==> config.mk <==
export PLATFORM = sky130hd
export DESIGN_NAME = glyph_pixel_gen
export DESIGN_NICKNAME = d
export VERILOG_FILES = /design/src/rtl/glyph_pixel_gen_pkg.sv /design/src/rtl/glyph_sync_delay.sv /design/src/rtl/glyph_pixel_gen.sv
export SDC_FILE = /design/constraint.sdc
export NUM_CORES = 1
export LEC_CHECK = 0
export ABC_AREA = 1
export CORE_ASPECT_RATIO = 1.4
export CORE_MARGIN = 4
export CORE_UTILIZATION = 46
export CTS_CLUSTER_DIAMETER = 150
export DETAILED_ROUTE_END_ITERATION = 10
export PLACE_DENSITY = 0.86
export SKIP_LAST_GASP = 1
export SLEW_MARGIN = 20
export SYNTH_ARGS = -nofsm -noshare
export SYNTH_HDL_FRONTEND = slang
export SYNTH_SLANG_ARGS = --single-unit
==> constraint.sdc <==
create_clock -name clk -period 1.5 [get_ports clk]
set_input_delay 0.3 -clock clk [delete_from_list [all_inputs] [get_ports clk]]
set_output_delay 0.3 -clock clk [all_outputs]
set_load 0.01 [all_outputs]
==> src/rtl/glyph_pixel_gen_pkg.sv <==
// Shared constants, pipeline stage types and helpers for the tile/glyph pixel renderer.
package glyph_pixel_gen_pkg;

   localparam logic [9:0] H_OFFSET_DEF = 10'd145;
   localparam logic [9:0] V_OFFSET_DEF = 10'd32;
   localparam int unsigned MAP_COLS = 32'd40;
   localparam int unsigned MAP_ROWS = 32'd30;
   localparam int unsigned TILE_SIZE = 32'd16;
   localparam int unsigned PIPE_DEPTH = 32'd3;

   localparam int unsigned GLYPH_IDX_LSB = 32'd0;
   localparam int unsigned GLYPH_IDX_MSB = 32'd4;
   localparam int unsigned PAL_LSB = 32'd5;
   localparam int unsigned PAL_MSB = 32'd7;

   localparam logic [7:0] COLOR_BLACK = 8'b000_000_00;
   localparam logic [7:0] COLOR_BLUE = 8'b000_000_11;
   localparam logic [7:0] COLOR_GREEN = 8'b000_111_00;
   localparam logic [7:0] COLOR_CYAN = 8'b000_111_11;
   localparam logic [7:0] COLOR_RED = 8'b111_000_00;
   localparam logic [7:0] COLOR_MAGENTA = 8'b111_000_11;
   localparam logic [7:0] COLOR_YELLOW = 8'b111_111_00;
   localparam logic [7:0] COLOR_WHITE = 8'b111_111_11;
   localparam logic [7:0] BG_COLOR_DEF = COLOR_BLACK;

   typedef struct packed {
      logic [3:0] x_lo;
      logic [3:0] y_lo;
   } s0_t;

   typedef struct packed {
      logic [2:0] pal;
      logic [3:0] x_lo;
   } s1_t;

   typedef struct packed {
      logic bright;
      logic hsync;
      logic vsync;
   } sync_t;

   localparam sync_t SYNC_IDLE = '{bright: 1'b0, hsync: 1'b1, vsync: 1'b1};

   function automatic logic [7:0] palette_lookup(input logic [2:0] sel);
      logic [7:0] color;
      case (sel)
         3'd0:    color = COLOR_BLACK;
         3'd1:    color = COLOR_BLUE;
         3'd2:    color = COLOR_GREEN;
         3'd3:    color = COLOR_CYAN;
         3'd4:    color = COLOR_RED;
         3'd5:    color = COLOR_MAGENTA;
         3'd6:    color = COLOR_YELLOW;
         3'd7:    color = COLOR_WHITE;
         default: color = COLOR_BLACK;
      endcase
      return color;
   endfunction

   // row*40 + col built from shifts; an out-of-range row/col still fits in 11 bits
   function automatic logic [10:0] tile_addr(input logic [4:0] row, input logic [5:0] col);
      logic [10:0] row_w;
      row_w = {6'd0, row};
      return (row_w << 5) + (row_w << 3) + {5'd0, col};
   endfunction

endpackage

==> src/rtl/glyph_sync_delay.sv <==
// Three-stage pix_en-gated delay of {bright, hSync, vSync}, idling at {0,1,1}.
module glyph_sync_delay
   import glyph_pixel_gen_pkg::*;
(
   input  logic  clk,
   input  logic  clear,
   input  logic  pix_en,
   input  sync_t sync_in,
   output logic  mid_bright,
   output sync_t sync_out
);

   sync_t d0_r;
   sync_t d1_r;
   sync_t d2_r;

   // shift register advancing only on pixel ticks
   always_ff @(posedge clk or negedge clear) begin
      if (!clear) begin
         d0_r <= SYNC_IDLE;
         d1_r <= SYNC_IDLE;
         d2_r <= SYNC_IDLE;
      end else if (pix_en) begin
         d0_r <= sync_in;
         d1_r <= d0_r;
         d2_r <= d1_r;
      end
   end

   // the middle tap lines up with the colour stage's decision
   assign mid_bright = d1_r.bright;
   assign sync_out = d2_r;

endmodule

==> src/rtl/glyph_pixel_gen.sv <==
// Tile/glyph renderer: coordinates -> tile-map address -> glyph-row address -> RGB, 3 pixel ticks deep.
module glyph_pixel_gen
   import glyph_pixel_gen_pkg::*;
#(
   parameter logic [9:0] H_OFFSET = H_OFFSET_DEF,
   parameter logic [9:0] V_OFFSET = V_OFFSET_DEF,
   parameter logic [7:0] BG_COLOR = BG_COLOR_DEF
)(
   input  logic        clk,
   input  logic        clear,
   input  logic        pix_en,
   input  logic [9:0]  hCount,
   input  logic [9:0]  vCount,
   input  logic        bright_in,
   input  logic        hSync_in,
   input  logic        vSync_in,
   output logic [10:0] map_addr,
   input  logic [7:0]  map_data,
   output logic [8:0]  glyph_addr,
   input  logic [15:0] glyph_data,
   output logic [7:0]  rgb,
   output logic        bright_out,
   output logic        hSync_out,
   output logic        vSync_out
);

   logic [9:0]  x_s;
   logic [8:0]  y_s;
   logic [10:0] map_addr_s;
   s0_t         s0_next_s;
   s1_t         s1_next_s;
   logic [8:0]  glyph_addr_s;
   logic        pix_s;
   logic        mid_bright_s;
   logic [7:0]  rgb_next_s;
   sync_t       sync_in_s;
   sync_t       sync_out_s;
   s0_t         s0_r;
   s1_t         s1_r;

   // stage 0: screen coordinate to tile-map address; only y bits [8:0] matter for the row
   always_comb begin
      x_s = hCount - H_OFFSET;
      y_s = vCount[8:0] - V_OFFSET[8:0];
      map_addr_s = tile_addr(y_s[8:4], x_s[9:4]);
      s0_next_s.x_lo = x_s[3:0];
      s0_next_s.y_lo = y_s[3:0];
   end

   // stage 1: tile entry to glyph-row address
   always_comb begin
      glyph_addr_s = {map_data[GLYPH_IDX_MSB:GLYPH_IDX_LSB], s0_r.y_lo};
      s1_next_s.pal = map_data[PAL_MSB:PAL_LSB];
      s1_next_s.x_lo = s0_r.x_lo;
   end

   // stage 2: pick the glyph bit (bit 15 is leftmost) and colour it
   always_comb begin
      pix_s = glyph_data[4'd15 - s1_r.x_lo];
      if (!mid_bright_s) begin
         rgb_next_s = 8'd0;
      end else if (pix_s) begin
         rgb_next_s = palette_lookup(s1_r.pal);
      end else begin
         rgb_next_s = BG_COLOR;
      end
   end

   // pipeline registers, all gated by the pixel strobe
   always_ff @(posedge clk or negedge clear) begin
      if (!clear) begin
         map_addr <= 11'd0;
         s0_r <= '0;
         glyph_addr <= 9'd0;
         s1_r <= '0;
         rgb <= 8'd0;
      end else if (pix_en) begin
         map_addr <= map_addr_s;
         s0_r <= s0_next_s;
         glyph_addr <= glyph_addr_s;
         s1_r <= s1_next_s;
         rgb <= rgb_next_s;
      end
   end

   assign sync_in_s = '{bright: bright_in, hsync: hSync_in, vsync: vSync_in};

   glyph_sync_delay u_sync_delay (
      .clk        (clk),
      .clear      (clear),
      .pix_en     (pix_en),
      .sync_in    (sync_in_s),
      .mid_bright (mid_bright_s),
      .sync_out   (sync_out_s)
   );

   assign bright_out = sync_out_s.bright;
   assign hSync_out = sync_out_s.hsync;
   assign vSync_out = sync_out_s.vsync;

endmodule

==> out/results.txt, run 1 <==
outcome -> complete, but fails checks
failing checks -> negative setup slack
total global-route track usage -> 18.6%
Layout Cells excl Fill -> 477
cell row count -> 31
Peak Freq -> 0.450 GHz
FF-to-FF Start -> s1_r[0]
slew of the pin with the lowest slew margin -> 0.409 ns
WHS Path Cells -> 2
largest net degree at the start of global routing -> 34
synth warn -> 0
worst min path class -> primary input to register
die area -> 0.00670 mm²
Max Transition Viols Final -> 0
die width -> 70.3 µm
CP endpoint kind -> register
remaining antenna violation count -> 0
Antenna Cells -> 0
post-layout util -> 71.6%
Power Internal -> 2390 µW
Seq pwr share -> 44.5%
crit path from -> hCount[2]
post-route setup slack -> -0.721 ns
most common cell after layout, fill and taps aside -> nand2_1
clk_lat worst skew -> 0.29 ns
synth top area cells -> dfrtp_1 (41%), nand2_1 (20%), dfstp_2 (6.3%)
Worst-path clk slew -> 0.08 ns
Leakage -> 0.00201 µW
first-pass GRT wire length -> 9.97 mm
fin nets -> 473
switching share of power -> 30.6%
CP Max Fanout -> 3
period utilisation layout -> 148%
DRC viols -> 0
post-place setup slack -> -1.54 ns
NetSw -> 1060 µW
Max-cap violations -> 0
Seq/Total Area, Yosys -> 47.3%
Synth top area share -> 41.0%
Die Ht -> 95.2 µm
Total Power -> 3440 µW
syn_area_per_cell -> 8.02 µm²
Period minus WS final -> 2.22 ns
final setup fails -> 6
Placed Cells incl. Taps -> 466
Initial Util -> 47.8%
TritonCTS buffer count -> 5
DR iter-0 viols -> 58
CP arrival -> 2.40 ns
R2R cell count -> 9
grt ovf -> 0
CTS tree -> done
Syn Std Cell Area -> 0.00250 mm²
core area -> 0.00524 mm²
CTS root buffer -> clkbuf_8
Gate power share -> 33.0%
fraction of layout cells with a size suffix above 1 -> 21.7%
clock buffer depth -> 2
Worst R2R Setup Slack -> 0.21 ns
vias -> 2315
IO Count -> 81
Final Hold Viols -> 0
PD cells -> 919 mW/mm²
CP required -> 1.68 ns
Pre-antenna DRT Iters -> 4
RSZ-0062 raised after global routing -> yes
HPWL Detailed -> 4.65 mm
flop and latch count out of synthesis -> 47
commonest non-fill, non-tap cells in the layout -> nand2_1 (121), dfrtp_1 (41), clkdlybuf4s50_1 (37), dlygate4sd2_1 (31), inv_1 (27)
via/cell ratio -> 4.85
cell taking the most area after synthesis -> dfrtp_1
final WL -> 6.16 mm
Worst slew margin -> 72.7%
cell count after synthesis -> 312
vias in the first global route -> 2260
Synthesized Nets -> 375
Crit Path Category -> primary input to register
CP startpoint kind -> primary input
CTS H-tree depth -> 2
Final Skew -> 0.00225 ns
I/O Buffers -> 79
wire per inst -> 12.9 µm
initial antenna violation count -> 0
maximum vdd drop -> 0.675 mV
clock sinks -> 47
power share of the clock group -> 22.5%
R2R Path End -> rgb[6]
synth unique cells -> 26
crit path to -> map_addr[9]
Layout area overhead -> 49.9%
gpl congestion -> 0.896
==> sequential cells by signal (all words and copies together) (netlist names) <==
name                     cells
map_addr                    11
glyph_addr                   9
s1_r                         7
glyph_addr_s                 4
s0_r                         4
rgb                          3
u_sync_delay.d0_r            3
u_sync_delay.sync_out        3
u_sync_delay.d1_r            2
u_sync_delay.mid_bright      1
==> cells in the mapped netlist <==
cell type,count
inv_8,1
nand3b_1,2
nand2_2,5
nand2_1,130
a31oi_1,2
nor2_1,10
buf_4,5
dfrtp_1,41
nand2b_1,1
and2_1,1
nand3_2,5
fa_1,2
a21oi_1,6
inv_1,32
xnor2_1,3
inv_2,1
nor2_2,2
xor2_1,2
o21ai_0,20
dfstp_2,6
buf_6,1
buf_2,6
ha_1,11
xnor2_2,1
clkbuf_1,3
nand3_1,13
==> logic make-up after synthesis <==
family / after synthesis / synth area share, %
adder cells (fa/ha/maj): 13 / 7.10
XOR/XNOR: 6 / 2.40
buffers and inverters: 49 / 9.00
AND/OR/NAND/NOR: 169 / 28.5
AO/OA/AOI/OAI: 28 / 5.70
flip-flops: 47 / 47.3
==> layout make-up <==
class	instances	area (µm²)
clock buffer	7	86.3
clock inverter	1	8.76
fill	417	1490
inverter	34	155
multi-input combinational	216	1230
sequential	47	1180
tap	66	82.6
timing repair buffer	106	998
==> layer usage <==
metal  vias up  GRT usage [%]  routed length, µm
met5         -              0                  0
met4         0           8.95                212
met2        72           33.7               3350
met3        15           3.06                271
met1      1069           21.1               2330
li1       1159              -                  -
==> metrics by stage <==
step | instance area, µm² | hold WS, ns | setup TNS [ns]
floorplan | 2610 | 0.00441 | -4.13
global placement | 3590 | 0.282 | -9.85
detailed placement | 3590 | 0.278 | -10.72
CTS | 3680 | 0.285 | -3.91
global route | 3750 | 0.233 | -4.77
finish | 3750 | 0.237 | -3.90
==> critical path, stage by stage <==
cell and delay (ns):
buf_8 0.10, nor2_4 0.09, nand3b_1 0.12, nand2_2 0.11, nand3_2 0.08, nand2_2 0.08, nand2_2 0.05, nand2_2 0.07
nand2_2 0.07, fa_2 0.62, ha_4 0.21, nand3_2 0.06, nand2_2 0.07, a21oi_2 0.17, nand2b_4 0.15, nand3_2 0.05
==> power groups by stage <==
stage	logic [µW]	clock network, µW	registers (µW)
after floorplan	520	0	1590
after global placement	1100	0	1550
after detailed placement	1140	0	1560
after CTS	1090	798	1530
after global routing	1250	839	1560
final	1140	774	1530
==> how the worst min path moves through the flow <==
stage	from	end	slack (ns)
final	hCount[0]	s0_r[4]	0.24
after global routing	hCount[0]	s0_r[4]	0.23
after CTS	hCount[3]	s0_r[7]	0.28
after detailed placement	clear	glyph_addr[8]	0.28
after global placement	clear	glyph_addr[8]	0.28
after floorplan	clear	glyph_addr[0]	0.004
==> repair_timing <==
item / 4_1_cts / 5_1_grt
hold endpoints to repair: 18 / 0
hold buffers: 1 / 0
setup buffers: 1 / 2
pin swaps: 15 / 15
endpoints found under the setup margin: 33 / 14
gates resized for setup: 58 / 19
(Power assumes the default switching activity.)
==> run 2, diff against run 1 <==
CORE_UTILIZATION = 60   (was 46)
DONT_BUFFER_PORTS = 1   (was not set)
PLACE_DENSITY = 0.82   (was 0.86)
==> run 2 against run 1 <==
Against the previous run: the flow still finishes with violations (negative setup slack); flip-flop and latch count unchanged; power decreased by 5.2%; utilization increased by 1.8 points; critical path depth decreased by 1; critical endpoint unchanged; largest cell class unchanged.
==> out/results.txt, run 2 (synthesis results as in run 1) <==
CP Max Fanout -> 2
vias -> 1927
CP arrival -> 2.20 ns
gpl congestion -> 0.821
Total Power -> 3260 µW
biggest regs -> map_addr x11, glyph_addr x9, s1_r x7
CP Depth -> 15
CP startpoint kind -> primary input
Period minus WS final -> 2.01 ns
CP peak stage delay -> 0.58 ns
final setup fails -> 6
Max Transition Viols Final -> 0
CP required -> 1.69 ns
FF-to-FF Start -> s1_r[0]
clk_lat worst skew -> 0.30 ns
cell row count -> 27
grt ovf -> 0
Worst-path clk slew -> 0.09 ns
die width -> 62.6 µm
core area -> 0.00399 mm²
Initial Util -> 62.7%
slew of the pin with the lowest slew margin -> 0.386 ns
Worst R2R Setup Slack -> 0.27 ns
most used cell, CP -> nand2_2
HPWL Detailed -> 3.65 mm
R2R cell count -> 9
final WL -> 5.01 mm
Pre-antenna DRT Iters -> 4
clock sinks -> 47
initial antenna violation count -> 0
Worst slew margin -> 74.2%
largest net degree at the start of global routing -> 49
WHS Path Cells -> 1
Leakage -> 0.00151 µW
CTS root buffer -> clkbuf_8
die area -> 0.00528 mm²
Peak Freq -> 0.497 GHz
Layout area overhead -> 17.0%
worst hold path startpoint -> pix_en
via/cell ratio -> 5.24
wire per inst -> 13.6 µm
failing checks -> negative setup slack
Largest register FFs -> 11
worst path bufs/invs -> 0
DR iter-0 viols -> 89
WHS -> 0.0724 ns
Worst Hold End -> u_sync_delay.d1_r[0]
outcome -> complete, but fails checks
post-layout util -> 73.4%
PD cells -> 1120 mW/mm²
Largest Register -> map_addr
crit-path leading delay family -> simple AND/OR/NAND/NOR gates
Crit Path Category -> primary input to register
remaining antenna violation count -> 0
Die Ht -> 84.4 µm
CTS tree -> done
CP endpoint kind -> register
first-pass GRT wire length -> 8.47 mm
worst min path class -> primary input to register
Layout Cells excl Fill -> 368
fraction of layout cells with a size suffix above 1 -> 22.2%
fin nets -> 387
clock buffer depth -> 2
IO Count -> 81
DP Area -> 0.00270 mm²
vias in the first global route -> 1920
total global-route track usage -> 20.0%
period utilisation layout -> 134%
Final Hold Viols -> 0
CP max stage cell -> fa_2
CTS H-tree depth -> 2
Antenna Cells -> 0
crit path cell chain -> nor2_4 -> nand3b_1 -> nand2_2 -> nand3_2 -> nand2_2 -> nand2_1 -> nand2_1 -> nand2_2 -> fa_2 -> ha_4 -> nand3_4 -> nand2_4 -> a21oi_2 -> nand2b_1 -> nand3_1
Final Cell Area -> 0.00293 mm²
TritonCTS buffer count -> 5
Final Skew -> 0.00509 ns
RSZ-0062 raised after global routing -> yes
commonest non-fill, non-tap cells in the layout -> nand2_1 (122), dfrtp_1 (41), inv_1 (30), o21ai_0 (17), buf_4 (17)
most common cell after layout, fill and taps aside -> nand2_1
Max-cap violations -> 0
maximum vdd drop -> 0.848 mV
I/O Buffers -> 0
post-route setup slack -> -0.512 ns
DRC viols -> 0
Placed Cells incl. Taps -> 355
R2R Path End -> rgb[4]
[run 2: repair_timing]
item	CTS	global route
hold buffers	2	0
buffers inserted	3	0
gates resized for setup	3	9
endpoints found under the setup margin	6	6
gates cloned	0	0
hold endpoints to repair	47	0
pin swaps	7	3
[run 2: final cells by class]
type	instances	area, µm²
Fill cell	333	1060
Tap cell	43	53.8
Clock inverter	3	46.3
Timing Repair Buffer	20	185
Inverter	34	155
Sequential cell	47	1180
Clock buffer	5	68.8
Multi-Input combinational cell	216	1230
[run 2: worst reg2reg max path, cell delays in order (launching register included)]
cell and delay [ns]:
dfrtp_1 0.58, inv_8 0.07, nand2_1 0.07, nand2_1 0.04, nand2_1 0.05, nand3_1 0.08
nand3_2 0.08, nand2_2 0.06, nand2_1 0.06, nand2_1 0.05
[run 2: worst max-delay path by stage]
stage	slack [ns]	to	from
after floorplan	-0.74	map_addr[9]	hCount[1]
after global placement	-0.79	map_addr[9]	hCount[1]
after detailed placement	-0.87	map_addr[9]	hCount[1]
after CTS	-0.48	map_addr[9]	hCount[1]
after global routing	-0.63	map_addr[10]	hCount[1]
final	-0.51	map_addr[9]	hCount[1]
[run 2: metal layers]
layer	track usage (%)	vias up	part of all wire, %
li1	-	984	-
met5	0	-	0
met4	9.84	0	2.3
met1	22.9	871	39
met2	35.0	63	53
met3	4.42	9	5.7
[run 2: report_power, final]
part           internal, µW  switching [µW]  total [µW]
registers              1440             177        1620
clock network           502             437         939
logic                   331             376         707
[run 2: per-stage QoR]
step | worst slack (ns) | setup TNS (ns)
5_1_grt | -0.626 | -3.32
3_5_place_dp | -0.869 | -4.96
4_1_cts | -0.479 | -2.46
3_3_place_gp | -0.795 | -4.61
6_report | -0.512 | -2.65
2_1_floorplan | -0.739 | -4.13
==> run 3, diff against run 2 <==
CELL_PAD_IN_SITES_DETAIL_PLACEMENT = 1   (was not set)
CELL_PAD_IN_SITES_GLOBAL_PLACEMENT = 1   (was not set)
CORE_UTILIZATION = 45   (was 60)
PLACE_DENSITY = 0.85   (was 0.82)
==> run 3 against run 2 <==
Against the previous run: the run still ends with negative setup slack left; hold slack better by 0.021 ns; combinational power fell by 1%; global-route usage shrank 2.1 points; critical path type unchanged; largest cell class unchanged.
==> out/results.txt, run 3 (synthesis results as in run 1) <==
Fill cells -> 656
CP startpoint kind -> primary input
Largest Register -> map_addr
CP Max Fanout -> 2
register area -> 0.00118 mm²
via/cell ratio -> 5.05
outcome -> complete, but fails checks
RSZ-0062 raised after global routing -> yes
I/O Buffers -> 0
CTS tree -> done
CP peak stage delay -> 0.48 ns
Largest register FFs -> 11
worst path bufs/invs -> 1
Setup TNS Final -> -3.21 ns
biggest regs -> map_addr x11, glyph_addr x9, s1_r x7
die area -> 0.00683 mm²
TritonCTS buffer count -> 5
first-pass GRT wire length -> 9.70 mm
CTS H-tree depth -> 2
largest net degree at the start of global routing -> 49
core area -> 0.00528 mm²
Max-cap violations -> 0
commonest non-fill, non-tap cells in the layout -> nand2_1 (120), dfrtp_1 (41), inv_1 (30), buf_4 (19), o21ai_0 (17)
Layout area overhead -> 17.2%
failing checks -> negative setup slack
Worst-path clk slew -> 0.09 ns
Initial Util -> 47.4%
post-route setup slack -> -0.647 ns
wire per inst -> 15.0 µm
worst min path class -> primary input to register
CP required -> 1.73 ns
final WL -> 5.86 mm
gpl congestion -> 0.807
Antenna Cells -> 0
PD cells -> 1120 mW/mm²
Peak Freq -> 0.466 GHz
DRC viols -> 0
Crit Path Category -> primary input to register
CP endpoint kind -> register
fin nets -> 388
Die Ht -> 96.2 µm
vias -> 1979
CP arrival -> 2.38 ns
Pre-antenna DRT Iters -> 4
vias in the first global route -> 2164
Period minus WS final -> 2.15 ns
most common cell after layout, fill and taps aside -> nand2_1
clock buffer depth -> 2
maximum vdd drop -> 0.886 mV
area of the multi-input gates -> 0.00121 mm²
Leakage -> 0.00152 µW
initial antenna violation count -> 0
Final Skew -> 0.00399 ns
post-place setup slack -> -0.905 ns
Worst slew margin -> 73.5%
cell row count -> 31
Final Hold Viols -> 0
fraction of layout cells with a size suffix above 1 -> 22.4%
remaining antenna violation count -> 0
CTS root buffer -> clkbuf_8
grt ovf -> 0
total global-route track usage -> 18.0%
HPWL Detailed -> 4.29 mm
slew of the pin with the lowest slew margin -> 0.397 ns
die width -> 71.0 µm
CP max stage cell -> fa_2
crit path cell chain -> nor2_4 -> nand3b_1 -> nand2_2 -> nand3_2 -> nand2_2 -> nand3b_1 -> nand2_2 -> fa_2 -> fa_2 -> buf_4 -> a21oi_1 -> o21ai_1 -> nand2_1
IO Count -> 81
Max Transition Viols Final -> 0
final setup fails -> 6
most used cell, CP -> nand2_2
DR iter-0 viols -> 62
clock sinks -> 47
crit-path leading delay family -> adder cells
clk_lat worst skew -> 0.29 ns
period utilisation layout -> 143%
[run 3: what timing repair did]
action                     in CTS  in global routing
buffers inserted                2                  1
setup endpoints to repair       6                  7
gates resized for setup         6                  3
hold buffers                    2                  0
pin swaps                       5                  6
hold endpoints to repair       47                  0
[run 3: path summary, 6_finish.rpt]
path	start	endpoint	slack [ns]	depth (start not counted)
worst max-delay path	hCount[1]	map_addr[6]	-0.65	13
worst min-delay path	hSync_in	u_sync_delay.d0_r[1]	0.09	2
worst max register to register	s1_r[0]	rgb[6]	0.23	9
worst min register to register	u_sync_delay.d0_r[1]	u_sync_delay.d0_r[1]	0.47	2
max in group asynchronous	clear	u_sync_delay.d1_r[1]	0.71	2
min in group asynchronous	clear	map_addr[8]	0.52	2
[run 3: power breakdown]
part	internal, µW	switching (µW)
Sequential	1440	181
Combinational	320	377
Clock	548	421
[run 3: final cells by class]
class	instances	share of cell area (%)
clock buffer	6	2.82
sequential	47	40.4
tap	66	2.82
multi-input combinational	216	41.2
timing repair buffer	21	6.15
clock inverter	2	1.32
inverter	34	5.29
[run 3: metrics by stage]
| stage | power, µW | utilization [%] | cells | hold slack [ns] | area, µm² |
|---|---|---|---|---|---|
| 2_1_floorplan | 2110 | - | 312 | 0.00441 | 2610 |
| 3_3_place_gp | 2240 | 51.6 | 379 | 0.00533 | 2720 |
| 5_1_grt | 3510 | 55.6 | 392 | 0.0756 | 2930 |
| 6_report | 3290 | 55.6 | 392 | 0.0930 | 2930 |
| 3_5_place_dp | 2280 | 51.6 | 379 | 0.00519 | 2720 |
| 4_1_cts | 3330 | 55.3 | 391 | 0.0777 | 2920 |
[run 3: layer usage]
layer	part of all wire (%)	GRT usage (%)	vias up
li1	-	-	978
met1	37	19.3	938
met2	56	34.4	53
met3	4.8	3.87	10
met4	2.0	6.27	0
met5	0	0	-
